[src/rtl/bodylength_rx_if.sv]
// Byte-stream and result bundle for the FIX BodyLength receiver.
//   master : byte source / result consumer (drives data_i, valid_i, abort_i)
//   slave  : the receiver (drives length_o, length_valid_o, done_o, error_o, err_code_o)
interface bodylength_rx_if #(
  parameter int unsigned VALUE_WIDTH = 32
);
  logic                   abort_i;
  logic [7:0]             data_i;
  logic                   valid_i;
  logic [VALUE_WIDTH-1:0] length_o;
  logic                   length_valid_o;
  logic                   done_o;
  logic                   error_o;
  logic [2:0]             err_code_o;

  modport master (
    output abort_i, data_i, valid_i,
    input  length_o, length_valid_o, done_o, error_o, err_code_o
  );

  modport slave (
    input  abort_i, data_i, valid_i,
    output length_o, length_valid_o, done_o, error_o, err_code_o
  );
endinterface

[src/rtl/bodylength_rx.sv]
// FIX BodyLength (tag 9) receiver.
// Decodes the ASCII tag-9 value, counts the message body and checks that
// the body ends on an SOH exactly at the declared length followed by "10=".
// Ports:
//   clk  - clock, rising edge
//   rst  - asynchronous reset, active low
//   bus  - bodylength_rx_if.slave: abort_i, data_i, valid_i in;
//          length_o, length_valid_o, done_o, error_o, err_code_o out
// Error codes: 1 bad/empty digits, 2 too many digits, 3 length mismatch,
//              4 trailer mismatch.
module bodylength_rx #(
  parameter int unsigned VALUE_WIDTH = 32,
  parameter int unsigned MAX_DIGITS  = 7
) (
  input  logic            clk,
  input  logic            rst,
  bodylength_rx_if.slave  bus
);

  localparam int unsigned DW = $clog2(MAX_DIGITS + 1);
  localparam logic [7:0]  SOH = 8'h01;

  typedef enum logic [2:0] {
    SEEK, TAG9, DIGITS, COUNT, TRAIL1, TRAIL0, TRAILEQ
  } state_t;

  state_t                 state_q, state_d;
  logic                   prev_soh_q, prev_soh_d;
  logic [VALUE_WIDTH-1:0] acc_q, acc_d;
  logic [DW-1:0]          dig_q, dig_d;
  logic [VALUE_WIDTH-1:0] cnt_q, cnt_d;
  logic [VALUE_WIDTH-1:0] len_q, len_d;
  logic [2:0]             code_q, code_d;
  logic                   lv_q, lv_d;
  logic                   done_q, done_d;
  logic                   err_q, err_d;

  logic                   is_digit;
  logic                   is_soh;
  logic [VALUE_WIDTH-1:0] acc_next;
  logic [VALUE_WIDTH-1:0] cnt_inc;
  logic                   fail;
  logic [2:0]             fail_code;

  assign is_digit = (bus.data_i >= 8'h30) && (bus.data_i <= 8'h39);
  assign is_soh   = (bus.data_i == SOH);
  // acc*10 as (acc<<3)+(acc<<1), wrapping at VALUE_WIDTH
  assign acc_next = (acc_q << 3) + (acc_q << 1) + VALUE_WIDTH'(bus.data_i - 8'h30);
  assign cnt_inc  = cnt_q + VALUE_WIDTH'(1);

  always_comb begin
    state_d    = state_q;
    prev_soh_d = prev_soh_q;
    acc_d      = acc_q;
    dig_d      = dig_q;
    cnt_d      = cnt_q;
    len_d      = len_q;
    code_d     = code_q;
    lv_d       = 1'b0;
    done_d     = 1'b0;
    err_d      = 1'b0;
    fail       = 1'b0;
    fail_code  = 3'd0;

    if (bus.abort_i) begin
      state_d    = SEEK;
      prev_soh_d = 1'b1;
    end else if (bus.valid_i) begin
      prev_soh_d = is_soh;
      unique case (state_q)
        SEEK: begin
          if (bus.data_i == "9" && prev_soh_q) state_d = TAG9;
        end
        TAG9: begin
          if (bus.data_i == "=") begin
            state_d = DIGITS;
            acc_d   = '0;
            dig_d   = '0;
          end else begin
            state_d = SEEK;
          end
        end
        DIGITS: begin
          if (is_digit) begin
            if (dig_q == DW'(MAX_DIGITS)) begin
              fail      = 1'b1;
              fail_code = 3'd2;
            end else begin
              acc_d = acc_next;
              dig_d = dig_q + DW'(1);
            end
          end else if (is_soh && dig_q != '0) begin
            len_d   = acc_q;
            lv_d    = 1'b1;
            cnt_d   = '0;
            state_d = (acc_q != '0) ? COUNT : TRAIL1;
          end else begin
            fail      = 1'b1;
            fail_code = 3'd1;
          end
        end
        COUNT: begin
          cnt_d = cnt_inc;
          if (cnt_inc == len_q) begin
            if (is_soh) begin
              state_d = TRAIL1;
            end else begin
              fail      = 1'b1;
              fail_code = 3'd3;
            end
          end
        end
        TRAIL1: begin
          if (bus.data_i == "1") state_d = TRAIL0;
          else begin
            fail      = 1'b1;
            fail_code = 3'd4;
          end
        end
        TRAIL0: begin
          if (bus.data_i == "0") state_d = TRAILEQ;
          else begin
            fail      = 1'b1;
            fail_code = 3'd4;
          end
        end
        TRAILEQ: begin
          if (bus.data_i == "=") begin
            done_d     = 1'b1;
            state_d    = SEEK;
            prev_soh_d = 1'b1;
          end else begin
            fail      = 1'b1;
            fail_code = 3'd4;
          end
        end
        default: state_d = SEEK;
      endcase

      if (fail) begin
        err_d      = 1'b1;
        code_d     = fail_code;
        state_d    = SEEK;
        prev_soh_d = 1'b1;
      end
    end
  end

  always_ff @(posedge clk or negedge rst) begin
    if (!rst) begin
      state_q    <= SEEK;
      prev_soh_q <= 1'b1;
      acc_q      <= '0;
      dig_q      <= '0;
      cnt_q      <= '0;
      len_q      <= '0;
      code_q     <= '0;
      lv_q       <= 1'b0;
      done_q     <= 1'b0;
      err_q      <= 1'b0;
    end else begin
      state_q    <= state_d;
      prev_soh_q <= prev_soh_d;
      acc_q      <= acc_d;
      dig_q      <= dig_d;
      cnt_q      <= cnt_d;
      len_q      <= len_d;
      code_q     <= code_d;
      lv_q       <= lv_d;
      done_q     <= done_d;
      err_q      <= err_d;
    end
  end

  assign bus.length_o       = len_q;
  assign bus.length_valid_o = lv_q;
  assign bus.done_o         = done_q;
  assign bus.error_o        = err_q;
  assign bus.err_code_o     = code_q;

endmodule

[src/flat_wrapper.sv]
// flat-port wrapper written by rule: the top's interface ports become plain ports
module bodylength_rx_flat 
#(
  parameter int unsigned VALUE_WIDTH = 32,
  parameter int unsigned MAX_DIGITS  = 7
)
  (clk, rst, bus_abort_i, bus_data_i, bus_valid_i, bus_length_o, bus_length_valid_o, bus_done_o, bus_error_o, bus_err_code_o);
  bodylength_rx_if #(.VALUE_WIDTH(VALUE_WIDTH)) bus_i ();
  input  logic clk;
  input  logic rst;
  input wire logic [$bits(bus_i.abort_i)-1:0] bus_abort_i;
  input wire logic [$bits(bus_i.data_i)-1:0] bus_data_i;
  input wire logic [$bits(bus_i.valid_i)-1:0] bus_valid_i;
  output wire logic [$bits(bus_i.length_o)-1:0] bus_length_o;
  output wire logic [$bits(bus_i.length_valid_o)-1:0] bus_length_valid_o;
  output wire logic [$bits(bus_i.done_o)-1:0] bus_done_o;
  output wire logic [$bits(bus_i.error_o)-1:0] bus_error_o;
  output wire logic [$bits(bus_i.err_code_o)-1:0] bus_err_code_o;
  assign bus_i.abort_i = bus_abort_i;
  assign bus_i.data_i = bus_data_i;
  assign bus_i.valid_i = bus_valid_i;
  assign bus_length_o = bus_i.length_o;
  assign bus_length_valid_o = bus_i.length_valid_o;
  assign bus_done_o = bus_i.done_o;
  assign bus_error_o = bus_i.error_o;
  assign bus_err_code_o = bus_i.err_code_o;
  bodylength_rx #(.VALUE_WIDTH(VALUE_WIDTH), .MAX_DIGITS(MAX_DIGITS)) u_core (.clk(clk), .rst(rst), .bus(bus_i));
endmodule
[config.mk]
export PLATFORM = sky130hd
export DESIGN_NAME = bodylength_rx_flat
export DESIGN_NICKNAME = d
export VERILOG_FILES = /design/src/rtl/bodylength_rx_if.sv /design/src/rtl/bodylength_rx.sv /design/src/flat_wrapper.sv
export SDC_FILE = /design/constraint.sdc
export NUM_CORES = 1
export LEC_CHECK = 0
export ABC_CLOCK_PERIOD_IN_PS = 6400
export BUFFER_PORTS_ARGS = -buffer_cell sky130_fd_sc_hd__clkbuf_2
export CAP_MARGIN = 20
export CORE_ASPECT_RATIO = 0.7
export CORE_MARGIN = 2
export CORE_UTILIZATION = 30
export DETAILED_ROUTE_END_ITERATION = 8
export GPL_ROUTABILITY_DRIVEN = 1
export SYNTH_ARGS = -nofsm -noshare
export SYNTH_HDL_FRONTEND = slang
export SYNTH_SLANG_ARGS = --single-unit
export TNS_END_PERCENT = 5
[constraint.sdc]
create_clock -name clk -period 6.4 [get_ports clk]
set_input_delay 0.96 -clock clk [delete_from_list [all_inputs] [get_ports clk]]
set_output_delay 0.96 -clock clk [all_outputs]
set_load 0.05 [all_outputs]
Yosys cells after proc, flatten, opt, wreduce, memory -nomap -nowiden. Index checks and enable logic that the tools add are counted.

Add/subtract/negate cells: 5. Order comparisons: 2. Eq/ne operators: 26. Mux-type cells: 61. Bitwise operators: 2. Reductions and logical operators: 14.

Operators with widths (count): $mux W32 (5); $pmux W32 S2 (2); $add A32 B32 Y32 (2); $mux W3 (19); $add A32 B1 Y32 const B (1); $eq A32 B32 Y1 (1); $eq A8 B6 Y1 const B (4); $reduce_bool A32 Y1 (1); $mux W1 (28); $ne A4 B2 Y1 const B (7); $pmux W3 S7 (1); $pmux W3 S5 (1); $eq A3 B3 Y1 const B (4); $reduce_and A5 Y1 (2); $reduce_and A9 Y1 (1); $sub A8 B6 Y9 const B (1); $eq A8 B1 Y1 const B (1); $ge A8 B6 Y1 const B (1); $le A8 B6 Y1 const B (1); $eq A3 B2 Y1 const B (2); $mux W2 (3); $ne A2 B1 Y1 const B (3); $pmux W3 S2 (1); $reduce_and A6 Y1 (1); 11 further kinds (17).

Register bits after elaboration: 109. Output and inout port bits: 38.

Longest topological paths before layout. Gate-level depths: netlist of run 1.

Depth after elaboration: 10. Mapped depth: 15. Mapped depth without buffers: 15.

Worst setup path before layout of run 1. No wires, ideal clock.

Path kind: input-to-reg. Start point: in bus_data_i[4]. End point: reg u_core.acc_q[22]. Arrival: 6.386 ns. Required time: 6.317 ns. Path slack: -0.069 ns. Cell stages on the path: 12. Path through: ha_1 > nor3_1 > fa_1 > ha_1 > nand3_1 > a2111oi_0 > a41o_1 > o21ai_1 > o311ai_0 > a2111oi_0 > a31o_2 > o21ai_0.

Word-level cells in the longest chain between the ends: 5. Elaborated cells on any way between the ends: 12.

RTL lines: start, declared (line flat_wrapper.sv:12) `input wire logic [$bits(bus_i.data_i)-1:0] bus_data_i;`; $sub A8 B6 Y9 (line bodylength_rx.sv:48) `assign acc_next = (acc_q << 3) + (acc_q << 1) + VALUE_WIDTH'(bus.data_i - 8'h30);`; $add A32 B32 Y32 (line bodylength_rx.sv:48); $mux W32 (line bodylength_rx.sv:85) `if (dig_q == DW'(MAX_DIGITS)) begin`; $mux W32 (line bodylength_rx.sv:84) `if (is_digit) begin`; $pmux W32 S2 (line bodylength_rx.sv:70) `unique case (state_q)`; end signal, assigned (line bodylength_rx.sv:153) `acc_q <= '0;`; end signal, assigned (line bodylength_rx.sv:164) `acc_q <= acc_d;`; end, declared (line bodylength_rx.sv:29) `logic [VALUE_WIDTH-1:0] acc_q, acc_d;`.

Parallel ways exist; a longest one is shown, timed or not. The select of a mux whose other input is x is not followed. A chain may end at the register's enable or synchronous reset.

Final worst setup path of run 1. Same ends and word-level chain as after synthesis.

==> out/metrics.yaml, run 1 <==
status: "finished clean"
worstMarginPinSlew_ns: 1.01
coreArea_um2: 26700
drt-total-wl_um: 22300
die_y_um: 142
drt_iter0_markers: 675
synthesis.area_um2: 8120
drt_first_pass_iters: 5
fin_crit_sh_pct: 79.6
final_cell_mix: "dfrtp_1, o21ai_0, nand2_1, nor2_1, xnor2_1"
slowest_stage: "o311ai_0"
area_growth_pct: 11.4
hold_path.class: "flip-flop to flip-flop"
drive_above_1_share_pct: 13.4
core.rowCount: 50
finalHoldViolCount: 0
setup_tns_ns: 0
synthArstFlopShare_pct: 100
path_clk_slew_ns: 0.08
gp_congestion: 0.881
crit_path_max_fanout: 20
synth_largest_area_cell: "dfrtp_1"
antenna_found_initial: 0
synth_cell_type_count: 74
dominantRegCellSynth: "dfrtp_1"
remaining_drc_errors: 0
finalSetupViolCount: 0
synth_top_area_share_pct: 33.3
htreeDepth: 3
report.final.slew_viol_count: 0
worst_r2r_endpoint: "u_core.acc_q[31]"
postCtsSetupBuffers: 0
cap_violations: 0
cts-root-buf: "clkbuf_16"
hpwl_um: 16700
min_to: "u_core.cnt_q[31]"
cpPeakStageDelay_ns: 0.76
io_buffers: 49
n_antenna_cell: 0
nets: 999
cts.repair.resized: 0
yosys_warnings: 0
grt_start_max_net_pins: 75
grt_use_total_pct: 16.2
rsz0062_at_grt: "no"
via_per_inst: 5.35
min_from: "u_core.cnt_q[31]"
fmax_ghz: 0.196
startpoint_type: "input port"
wl_per_cell_um: 17.3
grt_overflow_total: 0
power_density_nw_per_um2: 155
io_pins: 50
hold_buffers: 0
crit_chain: "clkbuf_2 -> ha_1 -> nor3_4 -> buf_4 -> fa_1 -> ha_1 -> nand3_1 -> a2111oi_0 -> a41o_1 -> o21ai_1 -> o311ai_0 -> a2111oi_0 -> a31o_2 -> o21ai_0"
num-fill-cells: 2791
clock-sinks: 109
vdd_ir_drop_max_mv: 0.0946
yosysSeqAreaShare_pct: 33.6
end_kind: "flip-flop"
cp_data_required_time_ns: 6.68
synth_nets: 969
synth-edff-count: 0
numCtsBuffers: 9
clk_path_buf_depth: 2
final.setup_skew_ns: 0.0108
r2r_slack_ns: 2.39
synthCells: 891
start_util_pct: 30.5
r2r_start: "u_core.acc_q[1]"
grt_first_pass_wirelength_um: 36600
num_vias: 6906
placed_cells: 1274
tritoncts: "built"
fp.dieArea_um2: 28400
r2r.worst_path.cells: 13
clk_latency_ns: 0.37
ant_nets: 0
synth-seq-cells: 109
syn_area_per_cell_um2: 9.12
leakagePower_nw: 3.96
crit_type: "input port to flip-flop"
maxSlewHeadroom_pct: 32.6
die_w_um: 201
synth.area.top_cells: "dfrtp_1, fa_1, ha_1"
layout_commonest_cell: "dfrtp_1"
grt_pass1_vias: 6564
fin_cells: 1290
cp.arrival_ns: 5.38
whs_path_depth: 1
period_minus_slack_ns: 5.10
-- where the power goes --
group	internal [mW]	switching, mW	leakage, nW
combinational	0.0357	0.0694	2.31
clock	0.310	0.287	0.147
sequential	0.691	0.00399	1.51
-- metal layers --
| metal | global-route usage [%] | vias up | part of all wire, % | wire (um) |
|---|---|---|---|---|
| met5 | 0 | - | 0 | 0 |
| met4 | 2.85 | 0 | 0.80 | 179 |
| met3 | 3.40 | 15 | 5.6 | 1240 |
| met2 | 22.1 | 195 | 40 | 8940 |
| met1 | 25.8 | 3402 | 53 | 11900 |
| li1 | - | 3294 | - | - |
-- cell usage after synthesis, drive strengths merged, types with 4 or more instances --
cell and number:
a211oi 6, a21o 9, a21oi 42, a22o 6
a31oi 10, and2 6, and3 11, and4 4
buf 8, clkbuf 29, dfrtp 108, fa 29
ha 37, inv 38, mux2 31, mux2i 4
nand2 90, nand2b 8, nand3 26, nand3b 5
nand4 18, nor2 60, nor2b 5, nor3 24
nor4 17, o211ai 7, o21a 7, o21ai 93
o31ai 22, o41ai 6, or3 6, xnor2 52
xor2 23
-- layout make-up --
cell class	count	area, um2	share of cell area [%]
well taps	364	455	5.03
repair buffers	56	300	3.32
clock buffers	9	225	2.49
flip-flops and latches	109	2730	30.2
inverters	38	143	1.58
clock inverters	7	81.3	0.899
multi-input cells	707	5110	56.5
-- through the flow --
| step | setup slack (ns) | total power [mW] | area, um2 | utilization, % | hold WS, ns |
|---|---|---|---|---|---|
| after floorplan | 0.966 | 0.772 | 8130 | - | 0.468 |
| final | 1.30 | 1.40 | 9050 | 33.9 | 0.513 |
| after detailed placement | 0.936 | 0.814 | 8740 | 32.8 | 0.508 |
| after global placement | 1.13 | 0.813 | 8740 | 32.8 | 0.493 |
| after global routing | 0.902 | 1.46 | 9050 | 33.9 | 0.552 |
| after CTS | 1.31 | 1.41 | 9050 | 33.9 | 0.516 |
-- kinds of logic (layout without fill, tap and decap cells) --
group / Yosys count / count (layout) / share of synthesized area [%]
compound gates: 242 / 242 / 19.1
xor+xnor: 75 / 75 / 8.09
fa+ha+maj: 66 / 66 / 12.8
buf+inv: 75 / 110 / 3.68
flops: 109 / 109 / 33.6
mux: 35 / 35 / 4.79
simple gates: 289 / 289 / 17.9
-- how the worst max path moves through the flow --
stage,startpoint,endpoint,cells after the start
2_1_floorplan,bus_data_i[4],u_core.acc_q[22],12
4_1_cts,bus_data_i[4],u_core.acc_q[22],14
6_report,bus_data_i[4],u_core.acc_q[22],14
3_5_place_dp,bus_data_i[4],u_core.acc_q[22],14
5_1_grt,bus_data_i[4],u_core.acc_q[22],14
3_3_place_gp,bus_data_i[4],u_core.acc_q[22],14
-- flip-flops by register name, summed over array words and instances (netlist names) --
| name | cells |
|---|---|
| u_core.dig_q | 3 |
| u_core.state_q | 3 |
| u_core.bus.length_valid_o | 1 |
| u_core.bus.length_o | 32 |
| u_core.bus.done_o | 1 |
| u_core.cnt_q | 32 |
| u_core.acc_q | 32 |
| u_core.bus.err_code_o | 3 |
| u_core.bus.error_o | 1 |
| u_core.prev_soh_q | 1 |
-- critical path, delay by kind of cell --
family | cells | cell delay, ns
AO/OA/AOI/OAI | 7 | 2.21
adder cells (fa/ha/maj) | 3 | 1.17
buffers and inverters | 2 | 0.54
AND/OR/NAND/NOR | 2 | 0.50
No activity file was read; power rests on OpenSTA's default activity.
==> inputs of run 2 (changes only) <==
- ABC_CLOCK_PERIOD_IN_PS: 6400 -> 4400
- clock period: 6.4 -> 4.4 ns (I/O delays scaled with it)
==> out/metrics.yaml, run 2 (same netlist as run 1, synthesis figures left out) <==
status: "finished clean"
drt_iter0_markers: 584  # -13%
clock-sinks: 109  # unchanged
seq_power_share_pct: 51.0  # +1.3 points
die_y_um: 142  # unchanged
nets: 1015  # +1.6%
rsz0062_at_grt: "no"
power_density_nw_per_um2: 217  # +40%
setup_tns_ns: 0  # unchanged
startpoint_type: "input port"
worstMarginPinSlew_ns: 1.02  # +0.0130 ns
swShare_pct: 26.2  # +0.39 points
fin_crit_sh_pct: 90.5
path_clk_slew_ns: 0.08  # about the same
cp_data_required_time_ns: 4.62  # -2.06 ns
grt_start_max_net_pins: 61  # -19%
postCtsSetupBuffers: 0  # unchanged
n_antenna_cell: 0  # unchanged
switching_power_uw: 520  # +44%
grt_pass1_vias: 6459  # -1.6%
period_minus_slack_ns: 3.98
hold_path.class: "input port to async pin"
coreArea_um2: 26700  # unchanged
remaining_drc_errors: 0  # unchanged
gp_congestion: 0.870  # -1.2%
cp.arrival_ns: 4.20  # -1.18 ns
tritoncts: "built"
ant_nets: 0  # unchanged
maxSlewHeadroom_pct: 31.7  # -0.87 points
fp.dieArea_um2: 28400  # unchanged
clk_latency_ns: 0.37  # about the same
cap_violations: 0  # unchanged
vdd_ir_drop_max_mv: 0.161  # +70%
io_pins: 50  # unchanged
crit_type: "input port to flip-flop"
start_util_pct: 30.5  # unchanged
via_per_inst: 5.31  # -0.81%
cts-root-buf: "clkbuf_16"
finalSetupViolCount: 0  # unchanged
grt_first_pass_wirelength_um: 37100  # +1.5%
fmax_ghz: 0.251
hold_buffers: 0  # unchanged
crit_path_max_fanout: 16  # -20%
area_growth_pct: 12.9
layout_commonest_cell: "dfrtp_1"
final_cell_mix: "dfrtp_1, o21ai_0, nand2_1, nor2_1, xnor2_1"
die_w_um: 201  # unchanged
io_buffers: 49  # unchanged
cts.repair.resized: 0  # unchanged
end_kind: "flip-flop"
drt-total-wl_um: 23000  # +3.4%
drive_above_1_share_pct: 15.1  # +1.7 points
report.final.slew_viol_count: 0  # unchanged
wl_per_cell_um: 17.6  # +2.1%
place_ws_ns: 0.0855  # -0.850 ns
grt_overflow_total: 0  # unchanged
core.rowCount: 50  # unchanged
clkPwrFrac_pct: 41.1  # -1.6 points
internal_power_mw: 1.47  # +41%
combinationalPowerShare_pct: 7.9  # +0.4 points
htreeDepth: 3  # unchanged
num_vias: 6935  # +0.42%
final.setup_skew_ns: 0.0108  # +0.0000118 ns
numCtsBuffers: 9  # unchanged
leakagePower_nw: 4.04  # +1.8%
grt_use_total_pct: 16.5  # +0.37 points
antenna_found_initial: 0  # unchanged
drt_first_pass_iters: 5  # unchanged
hpwl_um: 17500  # +4.3%
setup_slack_ns: 0.419  # -0.884 ns
finalHoldViolCount: 0  # unchanged
clk_path_buf_depth: 2  # unchanged
==> run 2: worst max-delay path, cell delays in order <==
cell      delay (ns)
clkbuf_2        0.13
ha_1            0.28
nor3_4          0.22
buf_12          0.20
fa_1            0.44
ha_1            0.38
nand3_1         0.16
nor2_1          0.20
nand3_1         0.10
o211ai_1        0.40
a31oi_1         0.22
o21ai_0         0.39
a221oi_1        0.19
xnor2_1         0.15
o21ai_0         0.09
==> run 2: routing by layer <==
metal	part of all wire [%]	GRT usage, %	vias up	wire length (um)
li1	-	-	3333	-
met1	52	26.2	3360	12000
met2	40	23.0	227	9330
met3	6.8	3.19	15	1560
met4	0.74	3.04	0	170
met5	0	0	-	0
==> run 2: final timing paths <==
kind | slack [ns] | cells after the start | from | endpoint
max in group asynchronous | 3.13 | 2 | rst | u_core.bus.length_valid_o
min in group clk | 0.52 | 1 | u_core.cnt_q[31] | u_core.cnt_q[31]
hold reg to reg | 0.52 | 1 | u_core.cnt_q[31] | u_core.cnt_q[31]
setup / recovery | 0.42 | 15 | bus_data_i[4] | u_core.acc_q[31]
hold / removal | 0.39 | 1 | rst | u_core.bus.error_o
setup reg to reg | 0.55 | 10 | u_core.cnt_q[0] | u_core.state_q[1]
==> run 2: cell type report <==
class	instances	area, um2
fillers	2773	17500
multi-input cells	707	5120
flip-flops and latches	109	2730
well taps	364	455
repair buffers	72	433
clock buffers	10	239
inverters	38	143
clock inverters	6	45.0
==> run 2: power groups by stage <==
stage	registers [mW]	logic (mW)	clock network (mW)
final	1.01	0.157	0.817
after global routing	1.01	0.176	0.890
after CTS	1.01	0.158	0.832
after detailed placement	1.03	0.156	0
after global placement	1.03	0.156	0
after floorplan	1.04	0.0883	0
==> run 2: metrics by stage <==
stage / util, % / power (mW) / area (um2) / hold WS (ns) / instances
3_3_place_gp: 33.3 / 1.19 / 8880 / 0.491 / 1290
2_1_floorplan: - / 1.12 / 8150 / 0.364 / 891
6_report: 34.4 / 1.99 / 9170 / 0.386 / 1306
5_1_grt: 34.4 / 2.08 / 9170 / 0.433 / 1306
3_5_place_dp: 33.3 / 1.19 / 8880 / 0.508 / 1290
4_1_cts: 34.4 / 2.00 / 9170 / 0.404 / 1306
